**src/rtl/fetch_stage.sv**
```systemverilog
// ---------------------------------------------------------------------------
// fetch_stage
//   Instruction fetch stage of a multi-cycle core. Issues a single
//   request/grant/rvalid transaction to instruction memory while the core
//   sits in its FETCH phase, latches the returned instruction, and advances
//   or redirects the program counter during WRITEBACK.
//
// Configuration macro:
//   FETCH_TIMEOUT_EN - when defined, a transaction that has not completed
//                      after TIMEOUT_CYCLES cycles in REQ/WAIT is abandoned:
//                      inst becomes a NOP and the sticky fetch_err is raised.
//                      When undefined, fetch_err is constant 0 and the stage
//                      waits indefinitely.
//
// Ports:
//   clk, rst_n        clock, asynchronous active-low reset
//   phase_fetch       core is in FETCH
//   phase_writeback   core is in WRITEBACK
//   stall_writeback   WRITEBACK held this cycle (pc must not move)
//   jump_en/jump_addr branch/jump redirect, sampled on the pc update edge
//   imem_req/addr     registered request, address always equals pc
//   imem_gnt          memory accepted the request
//   imem_rvalid/rdata read data return
//   stall_fetch       combinational hold of the core in FETCH
//   pc                current instruction address (word aligned)
//   inst              latched instruction
//   fetch_err         sticky fetch timeout flag
// ---------------------------------------------------------------------------
module fetch_stage #(
    parameter logic [31:0] RESET_VECTOR   = 32'h0000_0000,
    parameter int unsigned TIMEOUT_CYCLES = 16
) (
    input  logic        clk,
    input  logic        rst_n,
    input  logic        phase_fetch,
    input  logic        phase_writeback,
    input  logic        stall_writeback,
    input  logic        jump_en,
    input  logic [31:0] jump_addr,
    output logic        imem_req,
    output logic [31:0] imem_addr,
    input  logic        imem_gnt,
    input  logic        imem_rvalid,
    input  logic [31:0] imem_rdata,
    output logic        stall_fetch,
    output logic [31:0] pc,
    output logic [31:0] inst,
    output logic        fetch_err
);

    localparam logic [31:0] NOP_INST = 32'h0000_0013;
    localparam logic [31:0] PC_RESET = {RESET_VECTOR[31:2], 2'b00};

    typedef enum logic [1:0] {
        ST_IDLE = 2'b00,
        ST_REQ  = 2'b01,
        ST_WAIT = 2'b10
    } state_t;

    state_t      state_r;
    logic        imem_req_r;
    logic [31:0] pc_r;
    logic [31:0] inst_r;
    logic        fetch_err_r;
    logic        done_s;
    logic        timeout_s;
    logic        unused_s;

    // Data can only complete a transaction once the grant has moved us to WAIT.
    assign done_s = (state_r == ST_WAIT) && imem_rvalid;

`ifdef FETCH_TIMEOUT_EN
    localparam int CNT_W = (TIMEOUT_CYCLES > 1) ? $clog2(TIMEOUT_CYCLES) : 1;
    localparam logic [CNT_W-1:0] CNT_LAST = CNT_W'(TIMEOUT_CYCLES - 1);

    logic [CNT_W-1:0] tmo_cnt_r;

    // The counter holds the number of REQ/WAIT cycles already elapsed, so the
    // limit is hit in the TIMEOUT_CYCLES-th busy cycle. Completion wins a tie.
    assign timeout_s = (state_r != ST_IDLE) && (tmo_cnt_r == CNT_LAST) && !done_s;

    // Busy-cycle counter, cleared when a new request is launched.
    always_ff @(posedge clk or negedge rst_n) begin
        if (!rst_n) begin
            tmo_cnt_r <= {CNT_W{1'b0}};
        end else if ((state_r == ST_IDLE) && phase_fetch) begin
            tmo_cnt_r <= {CNT_W{1'b0}};
        end else if (state_r != ST_IDLE) begin
            tmo_cnt_r <= tmo_cnt_r + CNT_W'(1);
        end else begin
            tmo_cnt_r <= tmo_cnt_r;
        end
    end

    assign unused_s = ^jump_addr[1:0];
`else
    localparam logic [31:0] TIMEOUT_W = 32'(TIMEOUT_CYCLES);

    assign timeout_s = 1'b0;
    assign unused_s  = ^{jump_addr[1:0], TIMEOUT_W[0]};
`endif

    // Release the core on the very edge the data (or a timeout) arrives.
    assign stall_fetch = phase_fetch && !done_s && !timeout_s;

    // Request FSM; imem_req is registered alongside the state it mirrors.
    always_ff @(posedge clk or negedge rst_n) begin
        if (!rst_n) begin
            state_r    <= ST_IDLE;
            imem_req_r <= 1'b0;
        end else begin
            case (state_r)
                ST_IDLE: begin
                    if (phase_fetch) begin
                        state_r    <= ST_REQ;
                        imem_req_r <= 1'b1;
                    end else begin
                        state_r    <= ST_IDLE;
                        imem_req_r <= 1'b0;
                    end
                end
                ST_REQ: begin
                    if (timeout_s) begin
                        state_r    <= ST_IDLE;
                        imem_req_r <= 1'b0;
                    end else if (imem_gnt) begin
                        state_r    <= ST_WAIT;
                        imem_req_r <= 1'b0;
                    end else begin
                        state_r    <= ST_REQ;
                        imem_req_r <= 1'b1;
                    end
                end
                ST_WAIT: begin
                    if (done_s || timeout_s) begin
                        state_r <= ST_IDLE;
                    end else begin
                        state_r <= ST_WAIT;
                    end
                    imem_req_r <= 1'b0;
                end
                default: begin
                    state_r    <= ST_IDLE;
                    imem_req_r <= 1'b0;
                end
            endcase
        end
    end

    // Instruction latch: returned data, or a NOP when the fetch is abandoned.
    always_ff @(posedge clk or negedge rst_n) begin
        if (!rst_n) begin
            inst_r <= NOP_INST;
        end else if (done_s) begin
            inst_r <= imem_rdata;
        end else if (timeout_s) begin
            inst_r <= NOP_INST;
        end else begin
            inst_r <= inst_r;
        end
    end

    // Sticky error flag; only a reset clears it.
    always_ff @(posedge clk or negedge rst_n) begin
        if (!rst_n) begin
            fetch_err_r <= 1'b0;
        end else if (timeout_s) begin
            fetch_err_r <= 1'b1;
        end else begin
            fetch_err_r <= fetch_err_r;
        end
    end

    // Program counter: moves only on an unstalled WRITEBACK edge, word aligned.
    always_ff @(posedge clk or negedge rst_n) begin
        if (!rst_n) begin
            pc_r <= PC_RESET;
        end else if (phase_writeback && !stall_writeback) begin
            if (jump_en) begin
                pc_r <= {jump_addr[31:2], 2'b00};
            end else begin
                pc_r <= pc_r + 32'd4;
            end
        end else begin
            pc_r <= pc_r;
        end
    end

    assign imem_req  = imem_req_r;
    assign imem_addr = pc_r;
    assign pc        = pc_r;
    assign inst      = inst_r;
    assign fetch_err = fetch_err_r;

endmodule

```
**config.mk**
```make
export PLATFORM = sky130hd
export DESIGN_NAME = fetch_stage
export DESIGN_NICKNAME = d
export VERILOG_FILES = /design/src/rtl/fetch_stage.sv
export SDC_FILE = /design/constraint.sdc
export NUM_CORES = 1
export LEC_CHECK = 0
export BUFFER_PORTS_ARGS = -buffer_cell sky130_fd_sc_hd__buf_2
export CORE_MARGIN = 10
export CORE_UTILIZATION = 30
export CTS_BUF_LIST = sky130_fd_sc_hd__clkbuf_16
export CTS_CLUSTER_DIAMETER = 60
export CTS_CLUSTER_SIZE = 12
export DETAILED_ROUTE_END_ITERATION = 10
export SETUP_SLACK_MARGIN = 0.2
export SYNTH_ARGS = -nofsm -noshare
export SYNTH_HDL_FRONTEND = slang
export SYNTH_SLANG_ARGS = --single-unit
export TNS_END_PERCENT = 5
```
**constraint.sdc**
```tcl
create_clock -name clk -period 4.8 [get_ports clk]
set_clock_uncertainty 0.2 [all_clocks]
set_input_delay 0.96 -clock clk [delete_from_list [all_inputs] [get_ports clk]]
set_output_delay 0.96 -clock clk [all_outputs]
set_load 0.02 [all_outputs]
```
# == Yosys cells after proc, flatten, opt, wreduce, memory -nomap -nowiden ==
# Cells that the tools add are included.
# W data, S select, Z words.
# totals
wordCells,21
input_bits,72
output_inout_bits,99
regBits,67
# op_classes
n_mux,8
add_sub_neg,1
eq_ne,2
reduce_logical,6
# op_table
op,count
$add A32 B3 Y32 const B,1
$mux W32,1
$pmux W2 S3,1
$mux W2,2
$logic_and A1 B1 Y1,3
$mux W1,3
$eq A2 B1 Y1 const B,1
$eq A2 B2 Y1 const B,1
$logic_not A1 Y1,2
$logic_not A2 Y1,1
$pmux W1 S2,1

# == Longest topological paths before layout ==
# Gate-level depths: netlist of run 1.
# logic_depth
word_depth,4
depth_mapped,7
depth_no_buf,6

# == Worst setup path before layout of run 1 ==
# OpenSTA, ideal clock, no wires.
# synth_path
path_type,input to output
from,in imem_rvalid
to,out stall_fetch
n_path_buf,1
t_required_ps,3640
setup_slack_ps,1887
arrival_ps,1753
cell_stages,3
cell_sequence,nand3b_1 clkbuf_1 and2_1
# synth_via
elab_chain_len,3
# synth_rtl
item,line_no,text
"start, declared",43,"input logic imem_rvalid,"
$logic_and A1 B1 Y1,70,assign done_s = (state_r == ST_WAIT) && imem_rvalid;
$logic_not A1 Y1,104,assign stall_fetch = phase_fetch && !done_s && !timeout_s;
$logic_and A1 B1 Y1,104,
"end, declared",45,"output logic stall_fetch,"
# Every way passes these cells.

# == Final worst setup path of run 1 ==
# Same ends and word-level chain as after synthesis.

==> results of run 1 <==
==> per-layer routing <==
metal,global-route usage (%),share of wire (%),wire [um]
met5,0,0,0
met4,5.688,1.6,185
met3,4.568,11,1246
met2,19.93,43,5012
met1,16.34,44,5149
==> area by class of cell <==
class | instances | area [um2]
sequential | 65 | 1630
inverter | 7 | 26.28
timing repair buffer | 169 | 860.8
tap | 143 | 178.9
clock buffer | 9 | 225.2
multi-input combinational | 246 | 1605
fill | 1165 | 6919
clock inverter | 7 | 118.9
==> flip-flops by register name, indices dropped and copies added, names as in the netlist <==
signal,flops
inst,32
imem_addr,30
state_r,2
imem_req,1
==> worst max-delay path, stage by stage <==
cell	delay [ns]
buf_2	0.09
nand3b_1	0.09
and2_1	0.16
buf_2	0.16
==> cells in the final DEF, fill, tap and decap left out, types with 7 or more instances in the layout <==
cell / instances
nor4_1: 9
nand4_1: 13
inv_1: 7
nand2_1: 19
a21oi_1: 25
nand3_1: 19
o21ai_0: 30
and3_1: 9
nor2_1: 17
mux2_2: 32
nor3_1: 8
dfrtp_1: 62
clkbuf_16: 9
buf_2: 163
==> stage by stage <==
| step | instance area, um2 | util (%) |
|---|---|---|
| floorplan | 3611 | - |
| global placement | 4302 | 37.20 |
| detailed placement | 4302 | 37.20 |
| CTS | 4646 | 40.17 |
| global route | 4646 | 40.17 |
| finish | 4646 | 40.17 |
==> power groups by stage <==
| stage | logic (mW) | clock network, mW | registers [mW] |
|---|---|---|---|
| global placement | 0.868 | 0 | 0.881 |
| global route | 0.924 | 0.799 | 0.915 |
| CTS | 0.876 | 0.776 | 0.884 |
| floorplan | 0.368 | 0 | 1.10 |
| finish | 0.860 | 0.753 | 0.882 |
| detailed placement | 0.875 | 0 | 0.894 |
==> kinds of logic (layout without fill, tap and decap cells) <==
logic type / after synthesis / after routing / share of synthesized area [%]
AND/OR/NAND/NOR: 122 / 122 / 19.00
buffers and inverters: 64 / 192 / 10.51
multiplexers: 38 / 38 / 11.69
adder cells (fa/ha/maj): 1 / 1 / 0.3479
flip-flops: 65 / 65 / 45.34
AO/OA/AOI/OAI: 80 / 80 / 13.01
other: 1 / 5 / 0.1043
==> path summary, 6_finish.rpt <==
path                              startpoint             to  depth (start not counted)
worst max-delay path             imem_rvalid    stall_fetch                          4
worst min-delay path                inst[12]       inst[12]                          1
worst max register to register  imem_addr[2]  imem_addr[24]                          6
worst min register to register      inst[12]       inst[12]                          1
max in group asynchronous              rst_n        inst[1]                          2
min in group asynchronous              rst_n  imem_addr[10]                          1
==> run_results.csv, run 1 <==
group,metric,value,unit
floorplan,io_pins,171,
global_route,grt_pass1_vias,3281,
sta,slew_viol_final,0,
placement,portBuffers,163,
cts,clock_sinks,65,
sta,timing.hold.ws,0.2969,ns
sta,rsz0062_at_grt,"no",
setup_path,startpoint_type,"input port",
synth,synthArstFlopShare,100.0,%
detailed_routing,postRouteAntennaNets,0,
setup_path,r2r_slack,2.53,ns
global_route,overflow,0,
synth,yosysUniqueCellTypes,48,
sta,setup_viol_count_final,0,
cts,cts.path.max_buffers,2,
floorplan,initial_core_util,31.09,%
synth,yosys-top-cells-count,"dfrtp_1 (62), buf_4 (36), mux2_2 (32)",
layout,antenna_cells,0,
power,p_int,1.579,mW
power,power,2.496,mW
sta,worst-slew-pin-transition,1.076,ns
placement,gp_congestion,0.8100,
global_route,antenna_found_initial,0,
setup_path,crit_fanout,2,
sta,fmax,383.0,MHz
cts,clock_tree.root_cell,"clkbuf_16",
cts,cts_hold_buf,0,
floorplan,dieArea,16770,um2
synth,synth_ff_type,"dfrtp_1",
detailed_routing,routed_wl,11.59,mm
floorplan,fp.dieH,129.5,um
setup_path,endpoint_kind,"output pin",
cts,path_clk_slew,0.05,ns
power,p_seq_share,35.3,%
synth,yosysMostFrequentCell,"dfrtp_1",
placement,hpwl,8.834,mm
sta,period_share,54.40,%
power,clkPwrFrac,30.2,%
cts,htree_levels,3,
detailed_routing,drt-pass1-iter-count,4,
synth,synth_edf_count,0,
global_route,grt_first_pass_wirelength,17.43,mm
cts,postCtsSetupBuffers,0,
power,p_switching,0.9172,mW
layout,stdcell_count,646,
cts,cts_buffers,9,
global_route,grt_start_max_net_pins,60,
run,max-cap-violations,0,
detailed_routing,wire_per_inst,17.95,um
sta,setup_tns,0,ns
synth,syn_inst,371,
placement,place_inst,630,
synth,yosysTopAreaCell,"dfrtp_1",
setup_path,critical_path_class,"input port to output pin",
sta,worst_slack,2.189,ns
detailed_routing,avgViaCountPerCell,5.076,
cts,cts.repair.resized,0,
cts,tritoncts,"yes",
min_path,min_path_type,"register to register",
synth,synth_seq_area_share,45.34,%
power,vdd_drop_max,0.1533,mV
layout,nNetsFinal,571,
power,leakagePower,2.201,nW
floorplan,die_x,129.5,um
synth,netlist_top_cells_area,"dfrtp_1 (43%), mux2_2 (10%), buf_4 (7.5%)",
synth,synth_seq_cells,65,
power,p_per_area,537.2,nW/um2
run_status,outcome,"finished, final reports clean",
detailed_routing,via_count,3279,
floorplan,rows,39,
floorplan,coreArea,11560,um2
layout,syn_to_final_growth,29.19,%
sta,relSlewSlack,27.96,%
power,pwr-share-comb,34.5,%
setup_path,arrival,1.45,ns
sta,final_hold_viol_count,0,
layout,drive_above_1_share,44.73,%
cts,insertion_delay,0.32,ns
synth,ys.warnings.count,0,
global_route,grt_usage,13.04,%
detailed_routing,drt_iter0_drc,194,
synth,synth_top_area_share,43.15,%
synth,synth_area,3596,um2
synth,syn_avg_cell_area,9.693,um2
detailed_routing,drc_errors,0,
sta,period_minus_slack,2.611,ns
placement,dpl_worst_slack,2.073,ns
power,netSwitchingFraction,36.75,%
setup_path,crit_required,3.64,ns
(Power assumes the default switching activity.)
==> inputs of run 2 (changes only) <==
- ABC_AREA: unset -> 1
- clock period: 4.8 -> 2.2 ns (I/O delays scaled with it)
==> run_results.csv, run 2 <==
group,metric,value,unit
synth,ys.warnings.count,0,
layout,stdcell_count,826,
floorplan,initial_core_util,30.29,%
cts,tritoncts,"yes",
detailed_routing,via_count,3596,
layout,final_common_cell,"buf_2",
synth,synth_area,3979,um2
min_path,min_delay_worst_endpoint,"inst[26]",
detailed_routing,wire_per_inst,13.97,um
sta,fmax,547.0,MHz
power,leakagePower,2.690,nW
min_path,min_path_type,"input port to register",
setup_path,cp_common_cell,"inv_1",
floorplan,coreArea,13140,um2
setup_path,crit_chain,"inv_1 -> nand3_4 -> nand2_1 -> inv_1 -> buf_2",
cts,clock_tree.root_cell,"clkbuf_16",
floorplan,dieArea,18270,um2
setup_path,critPathTopFamily,"flip-flops",
sta,final_hold_viol_count,0,
synth,synthArstFlopShare,100.0,%
sta,slew_viol_final,0,
setup_path,r2r_slack,0.44,ns
detailed_routing,drt_iter0_drc,149,
power,p_per_area,1074,nW/um2
detailed_routing,drt-pass1-iter-count,7,
run_status,outcome,"finished, final reports clean",
synth,netlist_top_cells_area,"dfrtp_1 (39%), nand2_1 (12%), mux2_2 (9.1%)",
cts,insertion_delay,0.34,ns
min_path,min_from,"imem_rdata[26]",
global_route,overflow,0,
setup_path,slowest_delay,0.40,ns
setup_path,cp_num_buf_inv,3,
global_route,grt_pass1_vias,3673,
power,clkPwrFrac,25.6,%
detailed_routing,postRouteAntennaNets,0,
synth,yosysTopAreaCell,"dfrtp_1",
synth,syn_inst,504,
synth,yosysUniqueCellTypes,34,
detailed_routing,drc_errors,0,
power,netSwitchingFraction,39.57,%
setup_path,startpoint_type,"register",
power,pwr-share-comb,38.9,%
cts,htree_levels,3,
global_route,grt_start_max_net_pins,36,
power,p_seq_share,35.5,%
synth,synth_ff_type,"dfrtp_1",
sta,period_minus_slack,1.828,ns
global_route,antenna_found_initial,2,
placement,hpwl,9.082,mm
synth,synth_top_area_share,38.99,%
setup_path,timing.rr.start,"imem_addr[3]",
placement,portBuffers,163,
detailed_routing,routed_wl,11.54,mm
synth,yosysMostFrequentCell,"nand2_1",
synth,synth_seq_area_share,40.97,%
global_route,grt_usage,12.80,%
cts,path_clk_slew,0.05,ns
detailed_routing,avgViaCountPerCell,4.354,
synth,synth_seq_cells,65,
setup_path,critical_path_class,"register to output pin",
floorplan,die_x,135.2,um
placement,place_inst,806,
sta,timing.hold.ws,0.1269,ns
setup_path,crit_required,1.56,ns
power,vdd_drop_max,0.6449,mV
sta,relSlewSlack,65.14,%
run,max-cap-violations,0,
min_path,hold_depth,2,
layout,final_cell_mix,"buf_2 (163), nand2_1 (132), nor2_1 (64)",
setup_path,slowest_stage,"dfrtp_1",
power,p_int,3.322,mW
layout,largest_register_ffs,32,
setup_path,endpoint_kind,"output pin",
sta,worst-slew-pin-transition,0.5229,ns
setup_path,rr_worst_depth,10,
sta,rsz0062_at_grt,"no",
setup_path,arrival,1.19,ns
sta,setup_tns,0,ns
layout,syn_to_final_growth,28.65,%
synth,yosys-top-cells-count,"nand2_1 (132), nor2_1 (64), dfrtp_1 (62)",
setup_path,crit_fanout,3,
cts,clock_sinks,65,
setup_path,r2r_end,"imem_addr[28]",
floorplan,fp.dieH,135.2,um
power,p_switching,2.176,mW
placement,gp_congestion,0.8442,
floorplan,rows,42,
layout,drive_above_1_share,38.21,%
cts,cts_buffers,9,
global_route,grt_first_pass_wirelength,18.66,mm
sta,period_share,83.10,%
sta,setup_viol_count_final,0,
synth,syn_avg_cell_area,7.894,um2
synth,synth_edf_count,0,
cts,cts.path.max_buffers,2,
floorplan,io_pins,171,
layout,nNetsFinal,717,
## run 2: cell types whose count changed after synthesis, sizes merged, moves of 10 or more
cell    change
nor2       +62
nand2     +119
inv        +42
nand4      -14
a21oi      -14
and3       -10
nand3      +15
clkbuf     -11
## run 2: stage by stage
stage	util (%)	cell area, um2	setup slack [ns]	total power [mW]
after floorplan	-	3994	0.4439	3.428
after global placement	36.50	4796	0.4169	4.098
after detailed placement	36.50	4796	0.4077	4.122
after CTS	38.83	5101	0.2116	5.583
after global routing	38.96	5119	0.2637	5.854
final	38.96	5119	0.3719	5.498
## run 2: layout make-up
type | count | area (um2)
tap | 176 | 220.2
antenna | 1 | 2.502
multi-input combinational | 344 | 1836
fill | 1421 | 8019
inverter | 49 | 183.9
timing repair buffer | 175 | 958.4
clock buffer | 9 | 225.2
clock inverter | 7 | 62.56
sequential | 65 | 1630
## run 2: worst max-delay path by stage
| stage | cells past startpoint | end | startpoint |
|---|---|---|---|
| 2_1_floorplan | 10 | imem_addr[22] | imem_addr[3] |
| 3_3_place_gp | 5 | stall_fetch | imem_rvalid |
| 3_5_place_dp | 5 | stall_fetch | imem_rvalid |
| 4_1_cts | 5 | stall_fetch | state_r[0] |
| 5_1_grt | 10 | imem_addr[20] | imem_addr[2] |
| 6_report | 5 | stall_fetch | state_r[0] |
## run 2: cell families after synthesis
kind of cell    synth area share (%)
simple gates                   29.72
buf+inv                        13.46
flops                          40.98
compound gates                 6.384
mux                            9.057
fa+ha+maj                     0.3144
other cells                  0.09425
## run 2: power groups by stage
stage | sequential, mW | clock (mW) | combinational (mW)
finish | 1.95 | 1.41 | 2.14
floorplan | 2.42 | 0 | 1.00
detailed placement | 1.96 | 0 | 2.16
global placement | 1.95 | 0 | 2.14
CTS | 1.96 | 1.46 | 2.17
global route | 2.02 | 1.50 | 2.33
## run 2: metal layers
| metal | vias up | share of wire, % | track usage [%] |
|---|---|---|---|
| li1 | 1840 | - | - |
| met1 | 1611 | 42 | 14.87 |
| met2 | 128 | 45 | 19.80 |
| met3 | 15 | 11 | 5.861 |
| met4 | 2 | 2.0 | 5.742 |
| met5 | - | 0.095 | 0 |
## run 2: repair_timing
item,CTS,global route
hold buffers,1,0
pin swaps,0,1
gates resized for setup,1,0
hold endpoints to repair,14,0
buffers inserted,0,2
cloned,0,0
endpoints found under the setup margin,1,1
## run 2: worst register-to-register path: stages (launching register included)
cell	delay (ns)
dfrtp_1	0.42
ha_1	0.22
nand2_2	0.12
nor2_8	0.15
nand2_4	0.09
nor2_2	0.17
nand2_1	0.08
nand2_1	0.05
nand3_1	0.06
nand2_1	0.06
nand2_1	0.04
